[src/rtl/alu_issue_station.sv]
// Reservation station feeding a combinational ALU: CDB wakeup, lowest-index issue, registered CDB output.
// Optional performance counters are enabled with `define ALU_ISSUE_STATION_PERF_EN.
module alu_issue_station #(
    parameter int DatapathWidth     = 32,
    parameter int AluOperationWidth = 5,
    parameter int NumEntries        = 4,
    parameter int TagWidth          = 4
) (
    input  logic                         clk_i,
    input  logic                         rst_i,
    input  logic                         disp_valid_i,
    output logic                         disp_ready_o,
    input  logic [AluOperationWidth-1:0] disp_op_i,
    input  logic [TagWidth-1:0]          disp_tag_i,
    input  logic                         disp_src1_rdy_i,
    input  logic [TagWidth-1:0]          disp_src1_tag_i,
    input  logic [DatapathWidth-1:0]     disp_src1_val_i,
    input  logic                         disp_src2_rdy_i,
    input  logic [TagWidth-1:0]          disp_src2_tag_i,
    input  logic [DatapathWidth-1:0]     disp_src2_val_i,
    input  logic [DatapathWidth-1:0]     disp_imm_i,
    input  logic [DatapathWidth-1:0]     disp_pc_i,
    input  logic                         cdb_valid_i,
    input  logic [TagWidth-1:0]          cdb_tag_i,
    input  logic [DatapathWidth-1:0]     cdb_data_i,
    output logic [AluOperationWidth-1:0] alu_operation_o,
    output logic [DatapathWidth-1:0]     alu_operand1_o,
    output logic [DatapathWidth-1:0]     alu_operand2_o,
    output logic [DatapathWidth-1:0]     alu_immediate_o,
    output logic [DatapathWidth-1:0]     alu_pc_o,
    input  logic [DatapathWidth-1:0]     alu_result_i,
    input  logic                         alu_branch_taken_i,
`ifdef ALU_ISSUE_STATION_PERF_EN
    output logic [31:0]                  perf_issued_o,
    output logic [31:0]                  perf_stall_o,
`endif
    output logic                         out_valid_o,
    input  logic                         out_ready_i,
    output logic [TagWidth-1:0]          out_tag_o,
    output logic [DatapathWidth-1:0]     out_result_o,
    output logic                         out_branch_taken_o
);

    localparam int IdxW = (NumEntries > 1) ? $clog2(NumEntries) : 1;

    function automatic logic [IdxW-1:0] lowest_set(input logic [NumEntries-1:0] vec);
        lowest_set = '0;
        for (int i = NumEntries - 1; i >= 0; i--) begin
            if (vec[i]) lowest_set = IdxW'(i);
        end
    endfunction

    logic [NumEntries-1:0]        ent_vld;
    logic [NumEntries-1:0]        ent_s1_rdy;
    logic [NumEntries-1:0]        ent_s2_rdy;
    logic [AluOperationWidth-1:0] ent_op     [NumEntries];
    logic [TagWidth-1:0]          ent_tag    [NumEntries];
    logic [TagWidth-1:0]          ent_s1_tag [NumEntries];
    logic [TagWidth-1:0]          ent_s2_tag [NumEntries];
    logic [DatapathWidth-1:0]     ent_s1_val [NumEntries];
    logic [DatapathWidth-1:0]     ent_s2_val [NumEntries];
    logic [DatapathWidth-1:0]     ent_imm    [NumEntries];
    logic [DatapathWidth-1:0]     ent_pc     [NumEntries];

    logic [NumEntries-1:0] wake1;
    logic [NumEntries-1:0] wake2;
    logic [NumEntries-1:0] rdy_vec;
    logic [IdxW-1:0]       free_idx;
    logic [IdxW-1:0]       iss_idx;
    logic                  any_rdy;
    logic                  disp_fire;
    logic                  disp_s1_hit;
    logic                  disp_s2_hit;
    logic                  issue_fire;

    logic                  vld_p1;
    logic [TagWidth-1:0]   tag_p1;
    logic [DatapathWidth-1:0] res_p1;
    logic                  bt_p1;

    assign disp_ready_o = |(~ent_vld);
    assign disp_fire    = disp_valid_i && disp_ready_o;
    assign free_idx     = lowest_set(~ent_vld);
    assign rdy_vec      = ent_vld & ent_s1_rdy & ent_s2_rdy;
    assign any_rdy      = |rdy_vec;
    assign iss_idx      = lowest_set(rdy_vec);
    assign issue_fire   = any_rdy && (!vld_p1 || out_ready_i);

    // A dispatch racing a matching broadcast must not miss its wakeup.
    assign disp_s1_hit  = cdb_valid_i && !disp_src1_rdy_i && (disp_src1_tag_i == cdb_tag_i);
    assign disp_s2_hit  = cdb_valid_i && !disp_src2_rdy_i && (disp_src2_tag_i == cdb_tag_i);

    always_comb begin
        for (int i = 0; i < NumEntries; i++) begin
            wake1[i] = cdb_valid_i && ent_vld[i] && !ent_s1_rdy[i] && (ent_s1_tag[i] == cdb_tag_i);
            wake2[i] = cdb_valid_i && ent_vld[i] && !ent_s2_rdy[i] && (ent_s2_tag[i] == cdb_tag_i);
        end
    end

    // Stage p0: selected entry drives the ALU
    always_comb begin
        alu_operation_o = '0;
        alu_operand1_o  = '0;
        alu_operand2_o  = '0;
        alu_immediate_o = '0;
        alu_pc_o        = '0;
        if (any_rdy) begin
            alu_operation_o = ent_op[iss_idx];
            alu_operand1_o  = ent_s1_val[iss_idx];
            alu_operand2_o  = ent_s2_val[iss_idx];
            alu_immediate_o = ent_imm[iss_idx];
            alu_pc_o        = ent_pc[iss_idx];
        end
    end

    always_ff @(posedge clk_i or posedge rst_i) begin
        if (rst_i) begin
            ent_vld    <= '0;
            ent_s1_rdy <= '0;
            ent_s2_rdy <= '0;
        end else begin
            for (int i = 0; i < NumEntries; i++) begin
                if (wake1[i]) ent_s1_rdy[i] <= 1'b1;
                if (wake2[i]) ent_s2_rdy[i] <= 1'b1;
            end
            if (issue_fire) ent_vld[iss_idx] <= 1'b0;
            if (disp_fire) begin
                ent_vld[free_idx]    <= 1'b1;
                ent_s1_rdy[free_idx] <= disp_src1_rdy_i || disp_s1_hit;
                ent_s2_rdy[free_idx] <= disp_src2_rdy_i || disp_s2_hit;
            end
        end
    end

    always_ff @(posedge clk_i) begin
        for (int i = 0; i < NumEntries; i++) begin
            if (wake1[i]) ent_s1_val[i] <= cdb_data_i;
            if (wake2[i]) ent_s2_val[i] <= cdb_data_i;
        end
        if (disp_fire) begin
            ent_op[free_idx]     <= disp_op_i;
            ent_tag[free_idx]    <= disp_tag_i;
            ent_s1_tag[free_idx] <= disp_src1_tag_i;
            ent_s2_tag[free_idx] <= disp_src2_tag_i;
            ent_s1_val[free_idx] <= disp_s1_hit ? cdb_data_i : disp_src1_val_i;
            ent_s2_val[free_idx] <= disp_s2_hit ? cdb_data_i : disp_src2_val_i;
            ent_imm[free_idx]    <= disp_imm_i;
            ent_pc[free_idx]     <= disp_pc_i;
        end
    end

    // Stage p1: result register toward the CDB arbiter
    always_ff @(posedge clk_i or posedge rst_i) begin
        if (rst_i) begin
            vld_p1 <= 1'b0;
            tag_p1 <= '0;
            res_p1 <= '0;
            bt_p1  <= 1'b0;
        end else if (issue_fire) begin
            vld_p1 <= 1'b1;
            tag_p1 <= ent_tag[iss_idx];
            res_p1 <= alu_result_i;
            bt_p1  <= alu_branch_taken_i;
        end else if (out_ready_i) begin
            vld_p1 <= 1'b0;
        end
    end

    assign out_valid_o        = vld_p1;
    assign out_tag_o          = tag_p1;
    assign out_result_o       = res_p1;
    assign out_branch_taken_o = bt_p1;

`ifdef ALU_ISSUE_STATION_PERF_EN
    always_ff @(posedge clk_i or posedge rst_i) begin
        if (rst_i) begin
            perf_issued_o <= '0;
            perf_stall_o  <= '0;
        end else begin
            if (issue_fire) perf_issued_o <= perf_issued_o + 32'd1;
            if (any_rdy && vld_p1 && !out_ready_i) perf_stall_o <= perf_stall_o + 32'd1;
        end
    end
`endif

endmodule
[config.mk]
export PLATFORM = sky130hd
export DESIGN_NAME = alu_issue_station
export DESIGN_NICKNAME = d
export VERILOG_FILES = /design/src/rtl/alu_issue_station.sv
export SDC_FILE = /design/constraint.sdc
export NUM_CORES = 1
export LEC_CHECK = 0
export BUFFER_PORTS_ARGS = -buffer_cell sky130_fd_sc_hd__buf_2
export CAP_MARGIN = 10
export CORE_MARGIN = 2
export CORE_UTILIZATION = 30
export CTS_BUF_LIST = sky130_fd_sc_hd__clkbuf_4 sky130_fd_sc_hd__clkbuf_8
export DETAILED_ROUTE_END_ITERATION = 12
export SLEW_MARGIN = 20
export SYNTH_ARGS = -nofsm -noshare
export SYNTH_HDL_FRONTEND = slang
export SYNTH_SLANG_ARGS = --single-unit
[constraint.sdc]
create_clock -name clk_i -period 6.6 [get_ports clk_i]
set_input_delay 1.98 -clock clk_i [delete_from_list [all_inputs] [get_ports clk_i]]
set_output_delay 1.98 -clock clk_i [all_outputs]
set_load 0.01 [all_outputs]
Yosys cells after proc, flatten, opt, wreduce, memory -nomap -nowiden --
Memories as Yosys holds them, arrays and structs flattened. A register that Yosys moved wholly into a read port is not among the register bits. Cells that the tools add are included.
Operators by class: magnitude comparators 4, equality and inequality tests 10, multiplexer cells 53, bitwise operators 6, reduce and logical (&&, ||, !) cells 45
Operator list (count):
- $mux W32 | 6
- $eq A4 B4 Y1 | 10
- $mux W1 | 30
- $logic_and A1 B1 Y1 | 28
- $mux W2 | 8
- $mux W4 | 4
- $and A4 B4 Y4 | 3
- $logic_not A1 Y1 | 11
- $bwmux W4 | 2
- $not A4 Y4 | 2
- $reduce_or A4 Y1 | 2
- $lt A2 B3 Y1 const B | 2
- $mux W5 | 1
- $demux W1 S2 | 2
- $ge A2 B1 Y1 const B | 2
- $or A4 B4 Y4 | 1
- $logic_or A1 B1 Y1 | 3
- $reduce_bool A2 Y1 | 1
Word-level totals: flip-flop bits (word level) 46, bits in writable memories 580, input bits 221, output and inout bits 172, logic and storage cells 132, memories kept 8
Memory list:
- ent_imm | depth 4, bits a word 32, rd ports 1, clocked after Yosys merged registers in 0, wr ports 1, line 62 | logic [DatapathWidth-1:0] ent_imm [NumEntries];
- ent_pc | depth 4, bits a word 32, rd ports 1, clocked after Yosys merged registers in 0, wr ports 1, line 63 | logic [DatapathWidth-1:0] ent_pc [NumEntries];
- ent_s1_val | depth 4, bits a word 32, rd ports 1, clocked after Yosys merged registers in 0, wr ports 5, line 60 | logic [DatapathWidth-1:0] ent_s1_val [NumEntries];
- ent_s2_val | depth 4, bits a word 32, rd ports 1, clocked after Yosys merged registers in 0, wr ports 5, line 61 | logic [DatapathWidth-1:0] ent_s2_val [NumEntries];
- ent_op | depth 4, bits a word 5, rd ports 1, clocked after Yosys merged registers in 0, wr ports 1, line 56 | logic [AluOperationWidth-1:0] ent_op [NumEntries];
- ent_s1_tag | depth 4, bits a word 4, rd ports 4, clocked after Yosys merged registers in 0, wr ports 1, line 58 | logic [TagWidth-1:0] ent_s1_tag [NumEntries];
- +2 memories

Logic depth before layout (Yosys ltp) --
Gate-level depths: netlist of run 1.
word-level depth 15, mapped depth 8, mapped depth without buffers 4

Worst setup path before layout of run 1 --
OpenSTA, ideal clock, no wires.
path type input to register, start point input port cdb_tag_i[3], end point register ent_s1_rdy[0], setup time 0.078 ns, arrival time 6.434 ns, required time 6.522 ns, setup slack 0.088 ns, stages on the path 5, buffers on the path 1, cells stage by stage buf_2 > xnor2_1 > nand3_1 > o41ai_1 > o32a_1
Between the ends: longest elaborated chain between the ends 5, elaborated cells on any way between the ends 8, those cells by class eq/ne (2); mux (3); reduce/logical (3)
Ends and longest elaborated chain:
- start: declaration | line 24 | input logic [TagWidth-1:0] cdb_tag_i,
- $eq A4 B4 Y1 (on tied branches) | line 95, 90
- $logic_and A1 B1 Y1 (on tied branches) | line 95, 90
- $mux W1 / $logic_or A1 B1 Y1 (equally long branches) | line 123, 129
- $bwmux W4 | line 129 | ent_s1_rdy[free_idx] <= disp_src1_rdy_i || disp_s1_hit;
- $mux W4 (*) | line 127 | if (disp_fire) begin
- end signal: indexed assignment | line 129
- end: declaration | line 54 | logic [NumEntries-1:0] ent_s1_rdy;
Mark *: on every way between the ends. The rest lies on a longest branch, timed or not. A chain may end at the register's enable or synchronous reset.

Worst setup path in the final report of run 1 --
start point register ent_s1_rdy[1], end point output port alu_immediate_o[22]
Between the ends: longest elaborated chain between the ends 6, elaborated cells on any way between the ends 7, those cells by class mux (3); bitwise (2); reduce/logical (1); memory (1)
Ends and longest elaborated chain:
- $and A4 B4 Y4 (*) (2 in a row) | line 84 | assign rdy_vec = ent_vld & ent_s1_rdy & ent_s2_rdy;
- $mux W2 (2 in a row) | line 49 | if (vec[i]) lowest_set = IdxW'(i);
- $mem_v2 Z4 W32
- $mux W32 (*) | line 107 | if (any_rdy) begin
- end: declaration | line 29 | output logic [DatapathWidth-1:0] alu_immediate_o,
Marks and branches as above.

==> impl_metrics.ini, run 1 <==
[outcome]
status = finished, final reports clean

[grt]
grt_pass1_wl_mm = 126
grt_pass1_vias = 18700
grt.overflow.total = 0
grt_use_met2_pct = 30.0
grt_max_degree = 90
grt_usage_pct = 18.0
antenna_found_initial = 39
busiest_layer = met2
grtUsageMet1_pct = 23.3
met3_usage_pct = 4.88

[placed_design]
hpwl_mm = 52.5
place.gp.congestion = 0.784
io_buffers = 392
dpl.cell_count = 3343
place_area_sq_um = 30900
dp_worst_setup_slack_ns = 1.69

[detailed_routing]
wl_per_cell_microns = 24.4
drc = 0
drt-pass1-iter-count = 5
ant_nets = 0
num_vias = 18400
vias_per_cell = 5.19
wl_mm = 86.4
drt_iter0_drc = 1605

[worst_setup_path]
critPathKind = reg2out
critPathCaptureType = output port
cp.required_ns = 4.62
cp-startpoint = ent_s1_rdy[1]
critPathMaxFanout = 46
path_buf_inv = 2
slowest_stage = and4_4
max_stage_delay_ns = 0.89
arrival_ns = 3.63
crit_family = simple AND/OR/NAND/NOR gates
crit_chain = nand3_4 -> and4_4 -> buf_4 -> a22oi_1 -> a21oi_1 -> buf_2
critPathLaunchType = flip-flop
r2r-start = ent_vld[1]

[layout]
postLayoutCellArea_sq_um = 33100
final_common_cell = edfxtp_1
area_growth_pct = 20.8
final_cells = 3545
utilization_pct = 36.6
nets = 2501
fillCellCount = 8682
mostFrequentLayoutCells = edfxtp_1 (580), buf_2 (392), mux2_2 (263)
drive_gt1_share_pct = 38.3

[clocking]
clk_latency_ns = 0.75
cts_resized = 0
clkSlewWorstSetupHoldPaths_ns = 0.06
clockBufferDepth = 3
cts_buffers = 111
post-cts-setup-buffers = 0
root_buffer = clkbuf_8
cts_tree = built
cts_sinks = 630
cts_max_level = 3
cts_hold_buf = 0

[logic_synthesis]
synth_area_leaders = edfxtp_1 (64%), mux2_2 (11%), dfrtp_1 (4.6%), a21o_1 (3.7%), a22oi_1 (3.6%)
ys_types = 35
synth_seq_cells = 630
synth_top_area_share_pct = 63.6
avgSynthCellArea_sq_um = 14.6
synth_largest_area_cell = edfxtp_1
synth.cell_area_sq_um = 27400
synthCells = 1871
yosysSeqAreaShare_pct = 68.2
ys_warn_count = 0
syn_nets = 2092

[pwr]
power.density_nw_per_um2 = 489
report.power.total_mw = 16.2
ir_drop_uv = 548
p_leak_nw = 11.6

[sta]
hold_slack_ns = 0.476
period_share_pct = 85.0
rsz0062_at_grt = false
hold_viol = 0
tightestPinTransition_ns = 1.06
setup_viol = 0
totalNegativeSetupSlack_ns = 0
max_slew_margin_pct = 29.2
slew_violations = 0
fmax_ghz = 0.178
period_minus_slack_ns = 5.61
skew_ns = 0.0472
fin_ws_ns = 0.992

[worst_hold_path]
hold_path_class = reg2reg
holdCritStartpoint = out_result_o[6]

[run]
cap_violations = 0

[die]
initial_core_util_pct = 30.3
die_y_microns = 306
pin_count = 393
rows = 110
dieArea_sq_um = 93700
die_width_microns = 306
core-area_sq_um = 90300
==> cell families after synthesis <==
group                  synth area share (%)
AO/OA/AOI/OAI                          11.1
XOR/XNOR                               1.09
buffers and inverters                  2.29
flip-flops                             68.2
multiplexers                           11.9
AND/OR/NAND/NOR                        5.42
==> power breakdown <==
| part | switching [mW] | total, mW | internal (mW) |
|---|---|---|---|
| Clock | 1.62 | 3.60 | 1.99 |
| Combinational | 4.58 | 6.99 | 2.41 |
| Sequential | 0.261 | 5.57 | 5.31 |
==> routing by layer <==
layer / vias up / part of all wire (%) / wire [microns]
li1: 8089 / - / -
met2: 655 / 48 / 41800
met4: 30 / 2.0 / 1700
met3: 162 / 7.6 / 6560
met5: - / 0.23 / 199
met1: 9457 / 42 / 36100
==> area by class of cell <==
class | count | area [sq um] | share of cell area [%]
inverter | 10 | 47.5 | 0.144
timing repair buffer | 439 | 2380 | 7.19
clock inverter | 41 | 309 | 0.934
clock buffer | 155 | 1880 | 5.69
sequential | 630 | 18700 | 56.4
tap | 1176 | 1470 | 4.45
antenna | 6 | 15.0 | 0.0454
multi-input combinational | 1088 | 8310 | 25.1
==> Yosys cell counts <==
library cell    n
clkbuf_1       91
nor2_2          1
nand3_1       148
dfrtp_1        50
a2111oi_2       2
edfxtp_1      580
o32a_1          8
o22a_1          4
buf_2          39
a21oi_1       137
nand4b_1        1
inv_1          10
nor4_4          1
buf_1          12
nand2b_1        9
nor2b_1         6
and4_1          1
o41ai_1         9
a22oi_1       133
a222oi_1        2
xor2_1          8
mux2_1         26
nor3_1          1
and3_1          6
o21ai_0         1
a31oi_1         8
xnor2_1        26
nand3b_1        1
o31ai_1         2
nand2_1       144
buf_4           1
nand4_1         2
a21o_1        134
mux2_2        263
a221o_1         4
==> registers in the layout, summed over array words and instances, names as in the netlist, 20 cells and up <==
register	count
ent_pc	128
out_result_o	32
ent_s1_val	128
ent_imm	128
ent_s2_val	128
ent_op	20
==> worst paths after layout <==
kind                                       endpoint  cells after the start  slack, ns
max in group asynchronous             ent_s1_rdy[3]                      3       4.67
min in group asynchronous        out_branch_taken_o                      3       1.44
worst max-delay path            alu_immediate_o[22]                      6       0.99
worst min-delay path                out_result_o[6]                      1       0.48
worst max register to register     out_result_o[10]                      5       3.32
worst min register to register      out_result_o[6]                      1       0.48
No activity file was read; power rests on OpenSTA's default activity.
==> run 2: changes to the inputs <==
==> constraint.sdc (replaced) <==
create_clock -name clk_i -period 5.2 [get_ports clk_i]
set_input_delay 1.56 -clock clk_i [delete_from_list [all_inputs] [get_ports clk_i]]
set_output_delay 1.56 -clock clk_i [all_outputs]
set_load 0.01 [all_outputs]
==> run 2 against run 1 <==
Against the previous run:
- hold slack better by 0.0060 ns
- sequential cell count did not move
- largest cell class unchanged
- highest routed layer unchanged
- sequential share of layout area shrank 0.37 points
- cell count rose by 0.20%
==> impl_metrics.ini, run 2 (same netlist as run 1, synthesis figures left out) <==
[clocking]
cts_max_level = 3
cts_tree = built
cts_buffers = 106
cts_hold_buf = 0
cts_sinks = 630
clkSlewWorstSetupHoldPaths_ns = 0.06
clockBufferDepth = 3
clk_latency_ns = 0.77
root_buffer = clkbuf_8

[pwr]
ir_drop_uv = 603
p_leak_nw = 11.8
report.power.total_mw = 20.7
power.density_nw_per_um2 = 621

[placed_design]
place.gp.congestion = 0.773
dpl.cell_count = 3345
dp_worst_setup_slack_ns = 0.839
io_buffers = 392
hpwl_mm = 51.1
place_area_sq_um = 31100

[worst_setup_path]
critPathLaunchType = flip-flop
critPathKind = reg2out
critPathCaptureType = output port
cp.required_ns = 3.64
max_stage_delay_ns = 0.68
slowest_stage = and3_4
crit_family = simple AND/OR/NAND/NOR gates
critPathMaxFanout = 41
crit_chain = and3_4 -> buf_4 -> nand3_1 -> a21o_1 -> a21oi_1 -> buf_2
path_buf_inv = 2
arrival_ns = 3.49

[sta]
slew_violations = 0
max_slew_margin_pct = 32.8
totalNegativeSetupSlack_ns = 0
period_minus_slack_ns = 5.05
skew_ns = 0.0611
setup_viol = 0
tightestPinTransition_ns = 1.00
hold_viol = 0
rsz0062_at_grt = false
fin_ws_ns = 0.149
hold_slack_ns = 0.482
fmax_ghz = 0.198
period_share_pct = 97.1

[detailed_routing]
wl_per_cell_microns = 24.5
ant_nets = 0
wl_mm = 86.9
num_vias = 18300
drt-pass1-iter-count = 6
vias_per_cell = 5.15
drc = 0
drt_iter0_drc = 1452

[die]
rows = 110
core-area_sq_um = 90300
die_width_microns = 306
initial_core_util_pct = 30.3
dieArea_sq_um = 93700
die_y_microns = 306
pin_count = 393

[layout]
utilization_pct = 36.9
nets = 2501
final_cells = 3552
area_growth_pct = 21.6
final_common_cell = edfxtp_1
drive_gt1_share_pct = 38.4
mostFrequentLayoutCells = edfxtp_1 (580), buf_2 (392), mux2_2 (263)
postLayoutCellArea_sq_um = 33300

[grt]
grt.overflow.total = 0
grt_pass1_wl_mm = 125
grt_usage_pct = 17.9
grt_max_degree = 139
antenna_found_initial = 43
grt_pass1_vias = 19000

[worst_hold_path]
hold_path_class = reg2reg

[outcome]
status = finished, final reports clean

[run]
cap_violations = 0
[run 2: worst paths after layout]
kind / startpoint / to / slack (ns) / cells past startpoint
worst max-delay path: ent_vld[2] / alu_operand1_o[30] / 0.15 / 6
worst min-delay path: out_result_o[23] / out_result_o[23] / 0.48 / 1
worst max register to register: ent_vld[1] / ent_s2_val[2][10] / 2.23 / 4
worst min register to register: out_result_o[23] / out_result_o[23] / 0.48 / 1
max in group asynchronous: rst_i / ent_s1_rdy[0] / 3.67 / 3
min in group asynchronous: rst_i / out_result_o[28] / 1.04 / 3
[run 2: power breakdown]
group          leakage [nW]  internal, mW  total [mW]  switching, mW
Clock                  1.15          2.48        4.54           2.06
Combinational          4.76          3.13        9.08           5.95
Sequential             5.89          6.73        7.07          0.338
[run 2: final cells by class]
type,count,area (sq um)
Fill cell,8555,57000
Multi-Input combinational cell,1090,8420
Clock buffer,152,1840
Sequential cell,630,18700
Clock inverter,45,335
Tap cell,1176,1470
Timing Repair Buffer,442,2500
Inverter,10,46.3
Antenna cell,7,17.5
[run 2: timing repair]
| action | 4_1_cts | 5_1_grt |
|---|---|---|
| resized for setup | 0 | 0 |
| setup buffers | 0 | 0 |
| hold endpoints to repair | 0 | 0 |
| endpoints found under the setup margin | 0 | 14 |
[run 2: worst reg2reg max path, delay by kind of cell, from the launching register on]
family | cells | cell delay [ns]
buffers and inverters | 1 | 0.56
DFF | 1 | 0.55
AOI/OAI and AO/OA | 1 | 0.47
and+or+nand+nor | 1 | 0.66
muxes | 1 | 0.44
[run 2: per-layer routing]
layer	global-route usage, %	wire length [microns]
met5	0	358
met4	5.43	2000
met3	5.90	7730
met1	21.5	34200
met2	30.5	42600
==> run 3: changes to the inputs <==
--- a/config.mk
+++ b/config.mk
@@ -11,6 +11,7 @@
 export CORE_UTILIZATION = 30
 export CTS_BUF_LIST = sky130_fd_sc_hd__clkbuf_4 sky130_fd_sc_hd__clkbuf_8
 export DETAILED_ROUTE_END_ITERATION = 12
+export GPL_TIMING_DRIVEN = 0
 export SLEW_MARGIN = 20
 export SYNTH_ARGS = -nofsm -noshare
 export SYNTH_HDL_FRONTEND = slang
==> constraint.sdc (replaced) <==
create_clock -name clk_i -period 5.2 [get_ports clk_i]
set_input_delay 1.56 -clock clk_i [delete_from_list [all_inputs] [get_ports clk_i]]
set_output_delay 1.56 -clock clk_i [all_outputs]
set_load 0.005 [all_outputs]
==> run 3 against run 2 <==
Against the previous run:
- fmax fell by 0.16%
- total power fell by 0.19%
- combinational power fell by 1%
- via count rose by 3.3%
==> impl_metrics.ini, run 3 (same netlist as run 1, synthesis figures left out) <==
[outcome]
status = finished, final reports clean

[detailed_routing]
drt-pass1-iter-count = 5
ant_nets = 0
wl_per_cell_microns = 24.3
drt_iter0_drc = 1732
num_vias = 18900
drc = 0
vias_per_cell = 5.13
wl_mm = 89.3

[pwr]
ir_drop_uv = 330
cellInternalPower_mw = 12.5
p_comb_share_pct = 43.5
p_seq_share_pct = 34.1
p_clk_share_pct = 22.4
p_leak_nw = 12.1
power.density_nw_per_um2 = 613
switchingPower_mw = 8.15
report.power.total_mw = 20.7
sw_frac_of_total_pct = 39.4

[die]
core-area_sq_um = 90300
rows = 110
dieArea_sq_um = 93700
die_y_microns = 306
initial_core_util_pct = 30.3
pin_count = 393
die_width_microns = 306

[grt]
antenna_found_initial = 35
grt_max_degree = 65
grt.overflow.total = 0
grt_pass1_wl_mm = 129
grt_pass1_vias = 19600
grt_usage_pct = 18.7

[sta]
slew_violations = 0
hold_viol = 0
hold_slack_ns = 0.481
fin_ws_ns = 0.141
max_slew_margin_pct = 20.1
setup_viol = 0
fmax_ghz = 0.198
tightestPinTransition_ns = 1.19
period_share_pct = 97.3
totalNegativeSetupSlack_ns = 0
skew_ns = 0.0459
rsz0062_at_grt = false
period_minus_slack_ns = 5.06

[clocking]
clkSlewWorstSetupHoldPaths_ns = 0.06
root_buffer = clkbuf_8
clk_latency_ns = 0.77
cts_tree = built
clockBufferDepth = 3
cts_hold_buf = 0
cts_sinks = 630
cts_max_level = 3
cts_buffers = 110

[worst_setup_path]
cp.required_ns = 3.64
arrival_ns = 3.50
critPathLaunchType = flip-flop
slowest_stage = a21oi_1
critPathKind = reg2out
rr_worst_depth = 5
max_stage_delay_ns = 0.44
critPathMaxFanout = 10
crit_chain = clkbuf_1 -> and3_1 -> clkbuf_1 -> o31ai_1 -> buf_6 -> clkbuf_2 -> a22oi_1 -> a21oi_1 -> buf_2
critPathCaptureType = output port
crit_top_cell = clkbuf_1

[layout]
final_common_cell = edfxtp_1
area_growth_pct = 23.2
mostFrequentLayoutCells = edfxtp_1 (580), buf_2 (433), mux2_2 (263)
final_cells = 3684
nets = 2629
drive_gt1_share_pct = 38.7

[worst_hold_path]
worstHoldPathCells = 1
hold_path_class = reg2reg

[run]
cap_violations = 0

[placed_design]
hpwl_mm = 61.8
io_buffers = 391
dpl.cell_count = 3472
dp_worst_setup_slack_ns = -0.0190
place.gp.congestion = 0.787
## run 3: cell types whose count changed in the layout (fill, tap and decap cells not counted), sizes merged
cell	before	now
clkinvlp	1	7
diode	7	10
bufinv	4	5
inv	11	12
and3	7	6
clkbuf	152	244
clkinv	39	37
buf	442	475
and4	2	1
## run 3: path summary, 6_finish.rpt
check	slack, ns	endpoint	start
hold / removal	0.48	out_result_o[30]	out_result_o[30]
setup / recovery	0.14	alu_operand2_o[29]	ent_vld[1]
min in group asynchronous	0.92	ent_s1_rdy[2]	rst_i
setup reg to reg	1.83	ent_s2_val[1][13]	ent_vld[0]
hold reg to reg	0.48	out_result_o[30]	out_result_o[30]
max in group asynchronous	3.81	out_result_o[31]	rst_i
## run 3: worst max-delay path, delay by kind of cell (launching register included)
kind / cells / cell delay (ns)
flip-flops: 1 / 0.36
AO/OA/AOI/OAI: 3 / 0.98
buffers and inverters: 5 / 1.20
AND/OR/NAND/NOR: 1 / 0.19
## run 3: cell type report
class	instances	area [sq um]
antenna	10	25.0
fill	8674	56600
multi-input combinational	1088	8250
clock buffer	151	1830
inverter	10	60.1
sequential	630	18700
tap	1176	1470
timing repair buffer	426	2360
buffer	142	656
clock inverter	51	390
## run 3: layer usage
metal | GRT usage (%) | wire, microns
met5 | 0 | 309
met3 | 5.54 | 7710
met2 | 31.5 | 43500
met4 | 6.63 | 2760
met1 | 22.6 | 35000
## run 3: power by group through the flow
stage	clock (mW)	combinational, mW	sequential (mW)
2_1_floorplan	0	4.69	7.12
3_3_place_gp	0	8.65	7.20
3_5_place_dp	0	8.95	7.13
4_1_cts	4.77	9.03	7.04
5_1_grt	4.99	9.69	7.11
6_report	4.63	8.98	7.04
## run 3: metrics by stage
step	util (%)	area (sq um)
after global placement	34.2	30900
after global routing	37.3	33700
after detailed placement	34.8	31400
after floorplan	-	27400
after CTS	37.3	33600
final	37.3	33700
## run 3: repair_timing
action                                  4_1_cts  5_1_grt
buffers inserted                              1        0
pin swaps                                     1        0
resized for setup                            19       38
gates cloned                                  0        0
endpoints found under the setup margin       93       71
